**src/rtl/tlu_pkg.sv**
```systemverilog
// tlu_pkg: shared types and constants for the TLU trigger/busy/clock receiver.
// Latency: n/a (declarations only).
// Backpressure: n/a.
package tlu_pkg;

   localparam int         ID_BITS_DEF = 15;     // trigger ID width used by the TLU
   localparam logic [7:0] MIN_HALF    = 8'd4;   // shortest TLU_CLOCK half period in SYS_CLK cycles

   typedef enum logic [2:0] {
      ST_IDLE   = 3'd0,
      ST_SETTLE = 3'd1,
      ST_CLK_HI = 3'd2,
      ST_CLK_LO = 3'd3,
      ST_OUTPUT = 3'd4,
      ST_REARM  = 3'd5
   } state_t;

   // Half periods below MIN_HALF leave too little room for the 2-FF input
   // synchroniser to see the returned bit before it is sampled.
   function automatic logic [7:0] clamp_half(input logic [7:0] conf);
      return (conf < MIN_HALF) ? MIN_HALF : conf;
   endfunction

endpackage

```
**src/rtl/tlu_rx_sync.sv**
```systemverilog
// tlu_rx_sync: 2-FF synchroniser for an asynchronous TLU cable input, with optional polarity swap.
// Latency: 2 clk cycles from pin to dout.
// Backpressure: none.
// Ports: clk/rst (sync, active high), din (async pin), dout (synchronised, logical polarity).
module tlu_rx_sync #(
   parameter bit INV = 1'b0
) (
   input  logic clk,
   input  logic rst,
   input  logic din,
   output logic dout
);
   import tlu_pkg::*;

   logic meta;
   logic stable;

   // Inversion happens ahead of the first flop so everything downstream
   // works in logical polarity regardless of cable wiring.
   always_ff @(posedge clk) begin
      if (rst) begin
         meta   <= 1'b0;
         stable <= 1'b0;
      end else begin
         meta   <= din ^ INV;
         stable <= meta;
      end
   end

   assign dout = stable;

endmodule

```
**src/rtl/tlu_rx.sv**
```systemverilog
// tlu_rx: DUT-side TLU endpoint; accepts a trigger, raises BUSY, clocks in the serial trigger ID.
// Latency: BUSY rises 4 cycles after the TRIGGER pin; ID_VALID rises H + (ID_BITS+1)*2H cycles after BUSY.
// Backpressure: ID_VALID/ID_DATA hold until ID_READY; BUSY stays high meanwhile so the TLU cannot retrigger.
// Ports: SYS_CLK/SYS_RST (sync, active high); ENABLE, CONF_CLK_HALF config; TLU_TRIGGER/TLU_RESET
//        cable inputs, TLU_CLOCK/TLU_BUSY cable outputs; TRIG_PULSE, TRIG_CNT status;
//        ID_DATA/ID_VALID/ID_READY/ID_MISMATCH received-ID valid/ready interface.
module tlu_rx
   import tlu_pkg::*;
#(
   parameter bit INV_IN  = 1'b0,
   parameter int ID_BITS = ID_BITS_DEF
) (
   input  logic               SYS_CLK,
   input  logic               SYS_RST,
   input  logic               ENABLE,
   input  logic [7:0]         CONF_CLK_HALF,
   input  logic               TLU_TRIGGER,
   input  logic               TLU_RESET,
   output logic               TLU_CLOCK,
   output logic               TLU_BUSY,
   output logic               TRIG_PULSE,
   output logic [ID_BITS-1:0] ID_DATA,
   output logic               ID_VALID,
   input  logic               ID_READY,
   output logic               ID_MISMATCH,
   output logic [31:0]        TRIG_CNT
);

   localparam int            KW     = $clog2(ID_BITS + 2);
   localparam logic [KW-1:0] K_LAST = KW'(ID_BITS);       // last pulse whose bit is sampled
   localparam logic [KW-1:0] K_END  = KW'(ID_BITS + 1);   // extra pulse flushes the TLU shifter

   logic trig_s, trig_d, trig_edge;
   logic rst_s, rst_d, rst_edge;

   state_t             state, state_n;
   logic [7:0]         cnt, cnt_n;
   logic [7:0]         half, half_n;
   logic [KW-1:0]      k, k_n;
   logic               armed, armed_n;
   logic               clk_q, clk_n;
   logic               busy_q, busy_n;
   logic               pulse_q, pulse_n;
   logic               valid_q, valid_n;
   logic [ID_BITS-1:0] data_q, data_n;
   logic [ID_BITS-1:0] exp_q, exp_n;
   logic [31:0]        trig_cnt_q, trig_cnt_n;
   logic               cnt_last;

   tlu_rx_sync #(.INV(INV_IN)) u_sync_trig (
      .clk  (SYS_CLK),
      .rst  (SYS_RST),
      .din  (TLU_TRIGGER),
      .dout (trig_s)
   );

   tlu_rx_sync #(.INV(INV_IN)) u_sync_rst (
      .clk  (SYS_CLK),
      .rst  (SYS_RST),
      .din  (TLU_RESET),
      .dout (rst_s)
   );

   assign cnt_last = (cnt == half - 8'd1);

   always_comb begin
      state_n    = state;
      cnt_n      = cnt;
      half_n     = half;
      k_n        = k;
      armed_n    = armed;
      clk_n      = clk_q;
      busy_n     = busy_q;
      pulse_n    = 1'b0;
      valid_n    = valid_q;
      data_n     = data_q;
      exp_n      = exp_q;
      trig_cnt_n = trig_cnt_q;

      case (state)
         ST_IDLE: begin
            if (trig_edge && ENABLE && armed) begin
               pulse_n    = 1'b1;
               trig_cnt_n = trig_cnt_q + 32'd1;
               busy_n     = 1'b1;
               k_n        = '0;
               cnt_n      = '0;
               half_n     = clamp_half(CONF_CLK_HALF);  // frozen for the whole transaction
               armed_n    = 1'b0;
               state_n    = ST_SETTLE;
            end
         end
         ST_SETTLE: begin
            if (cnt_last) begin
               cnt_n   = '0;
               clk_n   = 1'b1;
               state_n = ST_CLK_HI;
            end else begin
               cnt_n = cnt + 8'd1;
            end
         end
         ST_CLK_HI: begin
            if (cnt_last) begin
               cnt_n   = '0;
               clk_n   = 1'b0;
               k_n     = k + 1'b1;
               state_n = ST_CLK_LO;
            end else begin
               cnt_n = cnt + 8'd1;
            end
         end
         ST_CLK_LO: begin
            if (cnt_last) begin
               cnt_n = '0;
               // Sample as late as possible so the bit has crossed the synchroniser.
               if (k <= K_LAST) begin
                  data_n = {trig_s, data_q[ID_BITS-1:1]};
               end
               if (k == K_END) begin
                  valid_n = 1'b1;
                  state_n = ST_OUTPUT;
               end else begin
                  clk_n   = 1'b1;
                  state_n = ST_CLK_HI;
               end
            end else begin
               cnt_n = cnt + 8'd1;
            end
         end
         ST_OUTPUT: begin
            if (ID_READY) begin
               valid_n = 1'b0;
               busy_n  = 1'b0;
               exp_n   = data_q + 1'b1;   // resyncs to the received ID after a mismatch
               state_n = ST_REARM;
            end
         end
         ST_REARM: begin
            // A line stuck high must not count as a fresh trigger.
            if (!trig_s) begin
               armed_n = 1'b1;
               state_n = ST_IDLE;
            end
         end
         default: state_n = ST_IDLE;
      endcase

      // Counter clear takes priority over a coincident trigger accept.
      if (rst_edge) begin
         trig_cnt_n = '0;
         exp_n      = '0;
      end
   end

   always_ff @(posedge SYS_CLK) begin
      if (SYS_RST) begin
         trig_d     <= 1'b0;
         trig_edge  <= 1'b0;
         rst_d      <= 1'b0;
         rst_edge   <= 1'b0;
         state      <= ST_IDLE;
         cnt        <= '0;
         half       <= MIN_HALF;
         k          <= '0;
         armed      <= 1'b1;
         clk_q      <= 1'b0;
         busy_q     <= 1'b0;
         pulse_q    <= 1'b0;
         valid_q    <= 1'b0;
         data_q     <= '0;
         exp_q      <= '0;
         trig_cnt_q <= '0;
      end else begin
         trig_d     <= trig_s;
         trig_edge  <= trig_s & ~trig_d;
         rst_d      <= rst_s;
         rst_edge   <= rst_s & ~rst_d;
         state      <= state_n;
         cnt        <= cnt_n;
         half       <= half_n;
         k          <= k_n;
         armed      <= armed_n;
         clk_q      <= clk_n;
         busy_q     <= busy_n;
         pulse_q    <= pulse_n;
         valid_q    <= valid_n;
         data_q     <= data_n;
         exp_q      <= exp_n;
         trig_cnt_q <= trig_cnt_n;
      end
   end

   assign TLU_CLOCK   = clk_q ^ INV_IN;
   assign TLU_BUSY    = busy_q ^ INV_IN;
   assign TRIG_PULSE  = pulse_q;
   assign ID_DATA     = data_q;
   assign ID_VALID    = valid_q;
   assign ID_MISMATCH = valid_q && (data_q != exp_q);
   assign TRIG_CNT    = trig_cnt_q;

endmodule

```
**config.mk**
```make
export PLATFORM = sky130hd
export DESIGN_NAME = tlu_rx
export DESIGN_NICKNAME = d
export VERILOG_FILES = /design/src/rtl/tlu_pkg.sv /design/src/rtl/tlu_rx_sync.sv /design/src/rtl/tlu_rx.sv
export SDC_FILE = /design/constraint.sdc
export NUM_CORES = 1
export LEC_CHECK = 0
export BUFFER_PORTS_ARGS = -buffer_cell sky130_fd_sc_hd__buf_2
export CORE_UTILIZATION = 30
export DETAILED_ROUTE_END_ITERATION = 6
export GPL_ROUTABILITY_DRIVEN = 0
export HOLD_SLACK_MARGIN = 0.12
export MAX_ROUTING_LAYER = met4
export SETUP_SLACK_MARGIN = 0.4
export SYNTH_ARGS = -nofsm -noshare
export SYNTH_HDL_FRONTEND = slang
export SYNTH_HIERARCHICAL = 1
export SYNTH_SLANG_ARGS = --single-unit
```
**constraint.sdc**
```tcl
create_clock -name SYS_CLK -period 6.63 [get_ports SYS_CLK]
set_input_delay 0.3315 -clock SYS_CLK [delete_from_list [all_inputs] [get_ports SYS_CLK]]
set_output_delay 0.3315 -clock SYS_CLK [all_outputs]
set_load 0.02 [all_outputs]
```
Word-level counts from Yosys, hierarchy flattened
Index checks and enable logic that the tools add are counted.
{ "word_totals": {"out_inout_bits": 52, "wordCells": 101, "regBits": 99, "in_bits": 14} }
{ "op_classes": {"addsub": 5, "n_mux": 30, "bitwise": 5, "n_eq_ne": 16, "n_lt_le_gt_ge": 2, "reduce_logical": 23} }
{ "ops": {"columns": ["cell", "count"], "rows": [
  ["$add A32 B1 Y32 const B", 1],
  ["$mux W8", 3],
  ["$mux W3", 7],
  ["$pmux W3 S6", 1],
  ["$ne A2 B2 Y1 const B", 8],
  ["$pmux W8 S2", 1],
  ["$add A15 B1 Y15 const B", 1],
  ["$ne A15 B15 Y1", 1],
  ["$reduce_and A3 Y1", 4],
  ["$mux W1", 11],
  ["$mux W5", 2],
  ["$pmux W5 S2", 1],
  ["$reduce_bool A2 Y1", 5],
  ["$add A8 B1 Y8 const B", 1],
  ["$eq A8 B8 Y1", 1],
  ["$lt A8 B3 Y1 const B", 1],
  ["$sub A8 B1 Y8 const B", 1],
  ["$eq A3 B2 Y1 const B", 2],
  ["$eq A3 B3 Y1 const B", 2],
  ["$pmux W1 S2", 3],
  ["$reduce_and A2 Y1", 3],
  ["$reduce_and A6 Y1", 1],
  ["$add A5 B1 Y5 const B", 1],
  ["$eq A5 B5 Y1 const B", 1],
  ["12 further kinds", 18]
]} }

Logic depth before layout (Yosys ltp)
Gate-level depths: netlist of run 1.
{ "logic_depth": {"word_depth": 4, "depth_mapped": 11, "depth_no_buf": 8} }

Cells and area by module
Netlist of run 1, hierarchy kept.
{ "by_module_without_submodules": {"columns": ["module", "area_each_um2", "cells_per_inst", "seq_area_each_um2", "n_inst"], "rows": [
  ["tlu_rx", 4643.2, 547, 1901.8, 1],
  ["tlu_rx_sync", 52.6, 4, 40.0, 2]
]} }

Least setup slack after synthesis of run 1
Ideal clock, no wire load.
{ "synth_path": {"path_kind": "reg-to-reg", "start": "register half[0]", "end": "register state[1]", "path_buffers": 1, "t_required_ps": 6527, "period_less_slack_ps": 2683, "path_stages_with_launch": 10, "setup_slack_ps": 3947, "t_arrival_ps": 2580, "setup_time_ps": 103, "path_cell_list": "dfxtp_1 > inv_1 > ha_1 > o21ba_1 > a221oi_2 > a41oi_1 > or3_1 > buf_6 > or4_4 > a2111oi_2"} }
{ "synth_via": {"elab_chain_cells": 4, "word_cells_on_any_way": 6, "cone_classes": "add/sub: 1; eq/ne: 4; reduce/logical: 1"} }
{ "synth_rtl": {"columns": ["item", "line", "text"], "rows": [
  ["start, declared", "tlu_rx.sv:38", "logic [7:0] half, half_n;"],
  ["start signal, assigned", "tlu_rx.sv:180", "half <= half_n;"],
  ["$sub A8 B1 Y8 *", "tlu_rx.sv:64", "assign cnt_last = (cnt == half - 8'd1);"],
  ["$eq A8 B8 Y1 *", "tlu_rx.sv:64", null],
  ["$ne A2 B2 Y1 (no line)", null, null],
  ["$reduce_and A6 Y1 (no line) *", null, null],
  ["end signal, assigned", "tlu_rx.sv:178", "state <= state_n;"],
  ["end, declared", "tlu_rx.sv:36", "state_t state, state_n;"]
]} }
Mark *: on every way between the ends. The rest lies on a longest branch, timed or not.
A chain may end at the register's enable or synchronous reset.

Worst setup path after layout of run 1
{ "layout_path": {"start": "register half[0]", "end": "register data_q[0], in the netlist ID_DATA[0]"} }
{ "layout_via": {"elab_chain_cells": 3} }
{ "layout_rtl": {"columns": ["item", "line", "text"], "rows": [
  ["$sub A8 B1 Y8", "tlu_rx.sv:64", null],
  ["$eq A8 B8 Y1", "tlu_rx.sv:64", null],
  ["$reduce_and A3 Y1 (no line)", null, null],
  ["end signal, assigned", "tlu_rx.sv:187", "data_q <= data_n;"],
  ["end, declared", "tlu_rx.sv:45", "logic [ID_BITS-1:0] data_q, data_n;"]
]} }
Every way passes these cells.

==> impl_metrics.sql, run 1 <==
INSERT INTO impl_metrics (metric_group, metric, value, unit) VALUES
('run_status', 'result_of_the_run', 'completed', ''),
('global_route', 'grt_pass1_vias', '3807', ''),
('floorplan', 'die_h', '127.8', 'microns'),
('yosys', 'synth.cell_area', '4748', 'sq um'),
('sta', 'tightestPinTransition', '0.9656', 'ns'),
('sta', 'setup_total_negative_slack', '0', 'ns'),
('sta', 'hold_violations', '0', ''),
('global_route', 'global_route.usage.total', '14.55', '%'),
('floorplan', 'die-width', '127.8', 'microns'),
('floorplan', 'start_util', '31.00', '%'),
('floorplan', 'die_area', '16340', 'sq um'),
('global_route', 'grt_start_max_net_pins', '48', ''),
('setup_path', 'crit_type', 'flop to flop', ''),
('setup_path', 'crit_path_frequent_cell', 'sky130_fd_sc_hd__or3_1', ''),
('yosys', 'synth_area_leaders', 'sky130_fd_sc_hd__dfxtp_1 42%, sky130_fd_sc_hd__xor2_1 6.5%, sky130_fd_sc_hd__xnor2_1 5.5%', ''),
('global_route', 'grt_first_pass_wirelength', '18.40', 'mm'),
('clock_network', 'cts_max_level', '3', ''),
('detailed_routing', 'via_count', '4058', ''),
('sta', 'fin_hold_ws', '0.1901', 'ns'),
('yosys', 'postSynthRegisterBits', '99', ''),
('clock_network', 'clock_tree.root_cell', 'sky130_fd_sc_hd__clkbuf_16', ''),
('layout', 'final_cell_count_no_fill', '820', ''),
('sta', 'timing.max_slew.rel_slack', '35.62', '%'),
('layout', 'antennaDiodeCount', '0', ''),
('clock_network', 'cts.hold.buffers_added', '0', ''),
('sta', 'final-setup-viol-count', '0', ''),
('clock_network', 'tritoncts', 'done', ''),
('yosys', 'synth_seq_area_share', '41.74', '%'),
('setup_path', 'crit_path_top_delay_cell', 'sky130_fd_sc_hd__or3_1', ''),
('detailed_routing', 'drt_first_pass_iters', '6', ''),
('yosys', 'postSynthNetCount', '576', ''),
('floorplan', 'io-pin-count', '66', ''),
('power', 'vdd_ir_drop_max', '0.0001219', 'V'),
('layout', 'highest_count_cells_in_the_layout_ignoring_fill_and_taps', '99 x sky130_fd_sc_hd__dfxtp_1, 65 x sky130_fd_sc_hd__buf_2, 58 x sky130_fd_sc_hd__nor2_1', ''),
('setup_path', 'critical_path_arrival', '3.27', 'ns'),
('sta', 'slew_viol_final', '0', ''),
('yosys', 'syn-mean-instance-area', '8.556', 'sq um'),
('yosys', 'post_synth_num_cell_types', '55', ''),
('layout', 'synthToLayoutAreaGrowth', '15.52', '%'),
('sta', 'finalClockSkew', '0.007872', 'ns'),
('layout', 'share_of_final_layout_standard_cells_stronger_than_drive_strength_1', '14.45', '%'),
('setup_path', 'cp_data_required_time', '6.88', 'ns'),
('yosys', 'netlist.top_cell.by_area', 'sky130_fd_sc_hd__dfxtp_1', ''),
('place', 'hpwlAfterDp', '8.051', 'mm'),
('detailed_routing', 'routed_via_density', '4.949', ''),
('detailed_routing', 'drt_drc_violations_left', '0', ''),
('detailed_routing', 'drt-initial-drc-count', '236', ''),
('power', 'power.share.switching', '26.04', '%'),
('clock_network', 'clock_path_buffers', '2', ''),
('floorplan', 'rows', '45', ''),
('setup_path', 'timing.critical_path.cells', 'inv_1, ha_1, o21ba_1, a221oi_2, a41oi_1, or3_1, or3_1, a31o_1', ''),
('power', 'clock_power_share', '40.2', '%'),
('global_route', 'number_of_antenna_violations_at_the_first_check_in_global_routing', '0', ''),
('layout', 'utilization_after_layout', '35.82', '%'),
('detailed_routing', 'finalWirelength', '11.18', 'mm'),
('setup_path', 'cp_num_buf_inv', '1', ''),
('place', 'detailedPlace.worstSlack', '3.613', 'ns'),
('place', 'placed_cells', '804', ''),
('min_path', 'min_path_type', 'primary input to flop', ''),
('setup_path', 'path_delay_family', 'simple AND/OR/NAND/NOR gates', ''),
('sta', 'setup_ws', '3.602', 'ns'),
('sta', 'final.min_clock_period', '3.028', 'ns'),
('yosys', 'synth_async_sr_flop_share', '0', '%'),
('power', 'switchingPower', '0.3144', 'mW'),
('setup_path', 'endpoint_kind', 'flop', ''),
('place', 'port_buffers', '65', ''),
('detailed_routing', 'route.detailed.wl_per_inst', '13.63', 'microns'),
('power', 'power.sequential.fraction', '51.5', '%'),
('power', 'internal_power', '0.8932', 'mW'),
('floorplan', 'fp.coreArea', '15310', 'sq um'),
('yosys', 'yosys_warnings', '6', '');
sequential cells by signal (all words and copies together), names as in the netlist:
name,cells
TLU_CLOCK,1
half,8
rst_edge,1
cnt,8
u_sync_trig/dout,1
trig_edge,1
ID_DATA,15
u_sync_trig/meta,1
state,3
armed,1
trig_d,1
TRIG_PULSE,1
rst_d,1
TLU_BUSY,1
ID_VALID,1
exp_q,15
TRIG_CNT,32
u_sync_rst/dout,1
k,5
u_sync_rst/meta,1
worst paths after layout:
path / startpoint / to / slack, ns / cells after the start
max reg2reg: half[0] / ID_DATA[0] / 3.60 / 8
max: half[0] / ID_DATA[0] / 3.60 / 8
min reg2reg: rst_d / rst_edge / 0.38 / 1
min: TLU_TRIGGER / u_sync_trig/meta / 0.19 / 2
per-stage QoR:
step / area [sq um] / power (mW)
after detailed placement: 5214 / 0.7346
after floorplan: 4748 / 0.7078
after global placement: 5214 / 0.7312
final: 5485 / 1.208
after global routing: 5485 / 1.258
after CTS: 5485 / 1.222
kinds of logic (layout without fill, tap and decap cells):
| group | after synthesis | count (layout) | synth area share (%) |
|---|---|---|---|
| mux | 16 | 16 | 3.373 |
| xor+xnor | 65 | 65 | 11.99 |
| simple gates | 249 | 249 | 26.22 |
| buf+inv | 40 | 94 | 3.636 |
| flops | 99 | 99 | 41.74 |
| compound gates | 79 | 79 | 11.20 |
| fa+ha+maj | 7 | 7 | 1.844 |
per-layer routing:
metal  global-route usage [%]  vias up  wire length, microns
li1                         -     2045                     -
met1                    17.69     1907                  5146
met2                    22.86       87                  5233
met3                    2.713       19                   502
met4                    7.751        0                   296
met5                        -        -                     0
cell type report:
cell class,count,area [sq um]
repair buffers,65,325.3
clock inverters,6,42.54
multi-input cells,416,2594
flip-flops and latches,99,1982
well taps,211,264.0
fillers,1586,9829
clock buffers,10,229.0
inverters,13,48.80
cell usage after synthesis, types with 2 or more instances:
cell and n:
sky130_fd_sc_hd__buf_6 3, sky130_fd_sc_hd__nor3b_1 3, sky130_fd_sc_hd__nand2_1 56, sky130_fd_sc_hd__o21a_1 2, sky130_fd_sc_hd__dfxtp_1 99, sky130_fd_sc_hd__xor2_1 35, sky130_fd_sc_hd__and2_1 5, sky130_fd_sc_hd__clkbuf_1 24
sky130_fd_sc_hd__nand2b_1 4, sky130_fd_sc_hd__inv_1 11, sky130_fd_sc_hd__o21ai_1 2, sky130_fd_sc_hd__o311ai_1 2, sky130_fd_sc_hd__a21oi_1 24, sky130_fd_sc_hd__o21ai_0 12, sky130_fd_sc_hd__or3_1 13, sky130_fd_sc_hd__nand4_1 16
sky130_fd_sc_hd__or2_2 2, sky130_fd_sc_hd__and3_1 14, sky130_fd_sc_hd__nor4_1 6, sky130_fd_sc_hd__xnor2_1 30, sky130_fd_sc_hd__a211oi_1 17, sky130_fd_sc_hd__nor2b_1 9, sky130_fd_sc_hd__a31oi_1 3, sky130_fd_sc_hd__o221ai_1 2
sky130_fd_sc_hd__nor2_1 58, sky130_fd_sc_hd__nor3_1 18, sky130_fd_sc_hd__nand3b_1 4, sky130_fd_sc_hd__a41oi_1 2, sky130_fd_sc_hd__nand3_1 32, sky130_fd_sc_hd__ha_1 7, sky130_fd_sc_hd__mux2i_1 16
power groups by stage:
stage               sequential, mW  combinational, mW  clock [mW]
global route                 0.625              0.113       0.520
detailed placement           0.635             0.0992           0
finish                       0.622              0.101       0.485
floorplan                    0.626             0.0814           0
global placement             0.635             0.0965           0
CTS                          0.622             0.0999       0.501
No activity file was read; power rests on OpenSTA's default activity.
==> inputs of run 2 (changes only) <==
==> constraint.sdc (replaced) <==
create_clock -name SYS_CLK -period 2.7 [get_ports SYS_CLK]
set_input_delay 0.135 -clock SYS_CLK [delete_from_list [all_inputs] [get_ports SYS_CLK]]
set_output_delay 0.135 -clock SYS_CLK [all_outputs]
set_load 0.02 [all_outputs]
==> impl_metrics.sql, run 2 (synthesis results as in run 1) <==
INSERT INTO impl_metrics (metric_group, metric, value, unit) VALUES
('floorplan', 'die_h', '127.8', 'microns'),
('power', 'power-per-cell-area', '538.7', 'nW/um^2'),
('floorplan', 'fp.coreArea', '15310', 'sq um'),
('layout', 'synthToLayoutAreaGrowth', '26.38', '%'),
('sta', 'slew_viol_final', '0', ''),
('power', 'combinationalPowerShare', '10.0', '%'),
('detailed_routing', 'route.detailed.wl_per_inst', '13.74', 'microns'),
('power', 'vdd_ir_drop_max', '0.0003694', 'V'),
('detailed_routing', 'ant_nets', '0', ''),
('sta', 'timing.max_slew.rel_slack', '52.88', '%'),
('setup_path', 'path_delay_family', 'simple AND/OR/NAND/NOR gates', ''),
('setup_path', 'endpoint_kind', 'flop', ''),
('place', 'hpwlAfterDp', '8.284', 'mm'),
('clock_network', 'cts-buffers-inserted', '9', ''),
('floorplan', 'rows', '45', ''),
('run', 'drv_cap', '0', ''),
('sta', 'setup_total_negative_slack', '0', 'ns'),
('clock_network', 'clock_path_buffers', '2', ''),
('detailed_routing', 'finalWirelength', '11.74', 'mm'),
('layout', 'largest_register_ff_count', '32', ''),
('layout', 'final_common_cell', 'sky130_fd_sc_hd__dfxtp_1', ''),
('power', 'switchingPower', '0.7798', 'mW'),
('clock_network', 'clock_tree.root_cell', 'sky130_fd_sc_hd__clkbuf_16', ''),
('power', 'power.sequential.fraction', '47.3', '%'),
('sta', 'rsz0062_at_grt', 'yes', ''),
('detailed_routing', 'drt_first_pass_iters', '4', ''),
('detailed_routing', 'drt-initial-drc-count', '176', ''),
('detailed_routing', 'via_count', '4205', ''),
('floorplan', 'start_util', '31.00', '%'),
('layout', 'share_of_final_layout_standard_cells_stronger_than_drive_strength_1', '20.81', '%'),
('power', 'leakage', '2.354', 'nW'),
('sta', 'finalClockSkew', '0.009304', 'ns'),
('global_route', 'grt_start_max_net_pins', '35', ''),
('setup_path', 'critical_path_arrival', '2.69', 'ns'),
('layout', 'n_fill_cell', '1559', ''),
('global_route', 'grt_pass1_vias', '3868', ''),
('power', 'power.share.switching', '24.12', '%'),
('floorplan', 'die_area', '16340', 'sq um'),
('place', 'detailed_place.area', '5360', 'sq um'),
('layout', 'highest_count_cells_in_the_layout_ignoring_fill_and_taps', '95 x sky130_fd_sc_hd__dfxtp_1, 65 x sky130_fd_sc_hd__buf_2, 57 x sky130_fd_sc_hd__nor2_1', ''),
('place', 'port_buffers', '65', ''),
('clock_network', 'tritoncts', 'done', ''),
('layout', 'antennaDiodeCount', '0', ''),
('setup_path', 'worstSetupStartpointType', 'flop', ''),
('clock_network', 'cts_clk_pin_slew_worst_paths', '0.07', 'ns'),
('global_route', 'number_of_antenna_violations_at_the_first_check_in_global_routing', '0', ''),
('power', 'clock_power_share', '42.7', '%'),
('sta', 'hold_violations', '0', ''),
('sta', 'timing.fmax', '0.4095', 'GHz'),
('sta', 'tightestPinTransition', '0.7068', 'ns'),
('global_route', 'global_route.overflow_total', '0', ''),
('detailed_routing', 'routed_via_density', '4.918', ''),
('floorplan', 'die-width', '127.8', 'microns'),
('setup_path', 'crit_fanout', '4', ''),
('clock_network', 'clock_latency_on_the_worst_skew_pair', '0.35', 'ns'),
('sta', 'final.min_clock_period', '2.442', 'ns'),
('detailed_routing', 'drt_drc_violations_left', '0', ''),
('setup_path', 'cp_num_buf_inv', '1', ''),
('layout', 'design.final.nets', '661', ''),
('setup_path', 'cp_slowest_stage_delay', '0.50', 'ns'),
('setup_path', 'crit_path_top_delay_cell', 'sky130_fd_sc_hd__or4_4', ''),
('floorplan', 'io-pin-count', '66', ''),
('global_route', 'grt_first_pass_wirelength', '18.73', 'mm'),
('min_path', 'min_path_type', 'primary input to flop', ''),
('sta', 'final-setup-viol-count', '0', ''),
('layout', 'finalInstanceArea', '6001', 'sq um'),
('run_status', 'result_of_the_run', 'completed', ''),
('global_route', 'global_route.usage.total', '14.90', '%'),
('setup_path', 'cp_data_required_time', '2.95', 'ns'),
('layout', 'utilization_after_layout', '39.18', '%'),
('setup_path', 'crit_type', 'flop to flop', ''),
('clock_network', 'cts_max_level', '3', ''),
('setup_path', 'timing.critical_path.cells', 'inv_2, ha_4, o21ba_4, a221oi_4, a41oi_2, or3_4, or4_4, a2111oi_4', ''),
('clock_network', 'tritoncts_num_sinks', '99', ''),
('power', 'internal_power', '2.453', 'mW'),
('sta', 'post-route-period-util', '90.45', '%');
run 2: cell types whose count changed in the layout (fill, tap and decap cells not counted), sizes merged:
| cell | delta |
|---|---|
| bufinv | +2 |
| buf | +26 |
| clkbuf | +1 |
| clkinv | -4 |
| dlygate4sd3 | +10 |
run 2: metrics by stage:
step | instances | worst slack [ns] | hold WS (ns) | power (mW)
6_report | 855 | 0.2578 | 0.2146 | 3.232
5_1_grt | 855 | 0.1881 | 0.2340 | 3.366
4_1_cts | 853 | 0.2625 | 0.2127 | 3.258
3_5_place_dp | 819 | 0.1091 | 0.3539 | 1.834
3_3_place_gp | 819 | 0.1930 | 0.3517 | 1.829
2_1_floorplan | 555 | 0.2692 | 0.2066 | 1.739
run 2: tightest hold or removal path: cells and delay by family:
kind	cells	cell delay (ns)
AO/OA/AOI/OAI	1	0.06
buffers and inverters	1	0.10
AND/OR/NAND/NOR	2	0.23
run 2: what timing repair did:
item,4_1_cts,5_1_grt
pin swaps,4,5
gates resized for setup,12,13
hold endpoints to repair,10,0
cloned,1,0
endpoints found under the setup margin,21,31
buffers inserted,8,2
hold buffers,10,0
run 2: cell type report:
cell class                 count  area, sq um  area share [%]
multi-input combinational    416         2716           45.27
sequential                    99         1989           33.15
timing repair buffer         101        664.4           11.07
tap                          211        264.0           4.399
clock buffer                  11        242.7           4.045
clock inverter                 4        75.07           1.251
inverter                      13        48.80          0.8132
run 2: final timing paths:
path | depth (start not counted) | end | slack (ns) | start
min reg2reg | 1 | rst_edge | 0.39 | rst_d
max reg2reg | 8 | state[1] | 0.26 | half[0]
min | 4 | exp_q[1] | 0.21 | ID_READY
max | 8 | state[1] | 0.26 | half[0]
run 2: routing by layer:
layer	part of all wire [%]	GRT usage [%]
met5	0	-
met4	1.3	4.360
met3	4.7	4.090
met2	48	24.65
met1	46	17.64
run 2: power groups by stage:
stage          sequential, mW  clock [mW]  combinational [mW]
6_report                 1.53        1.38               0.325
3_5_place_dp             1.56           0               0.272
5_1_grt                  1.53        1.48               0.353
3_3_place_gp             1.56           0               0.269
2_1_floorplan            1.54           0               0.201
4_1_cts                  1.53        1.42               0.307
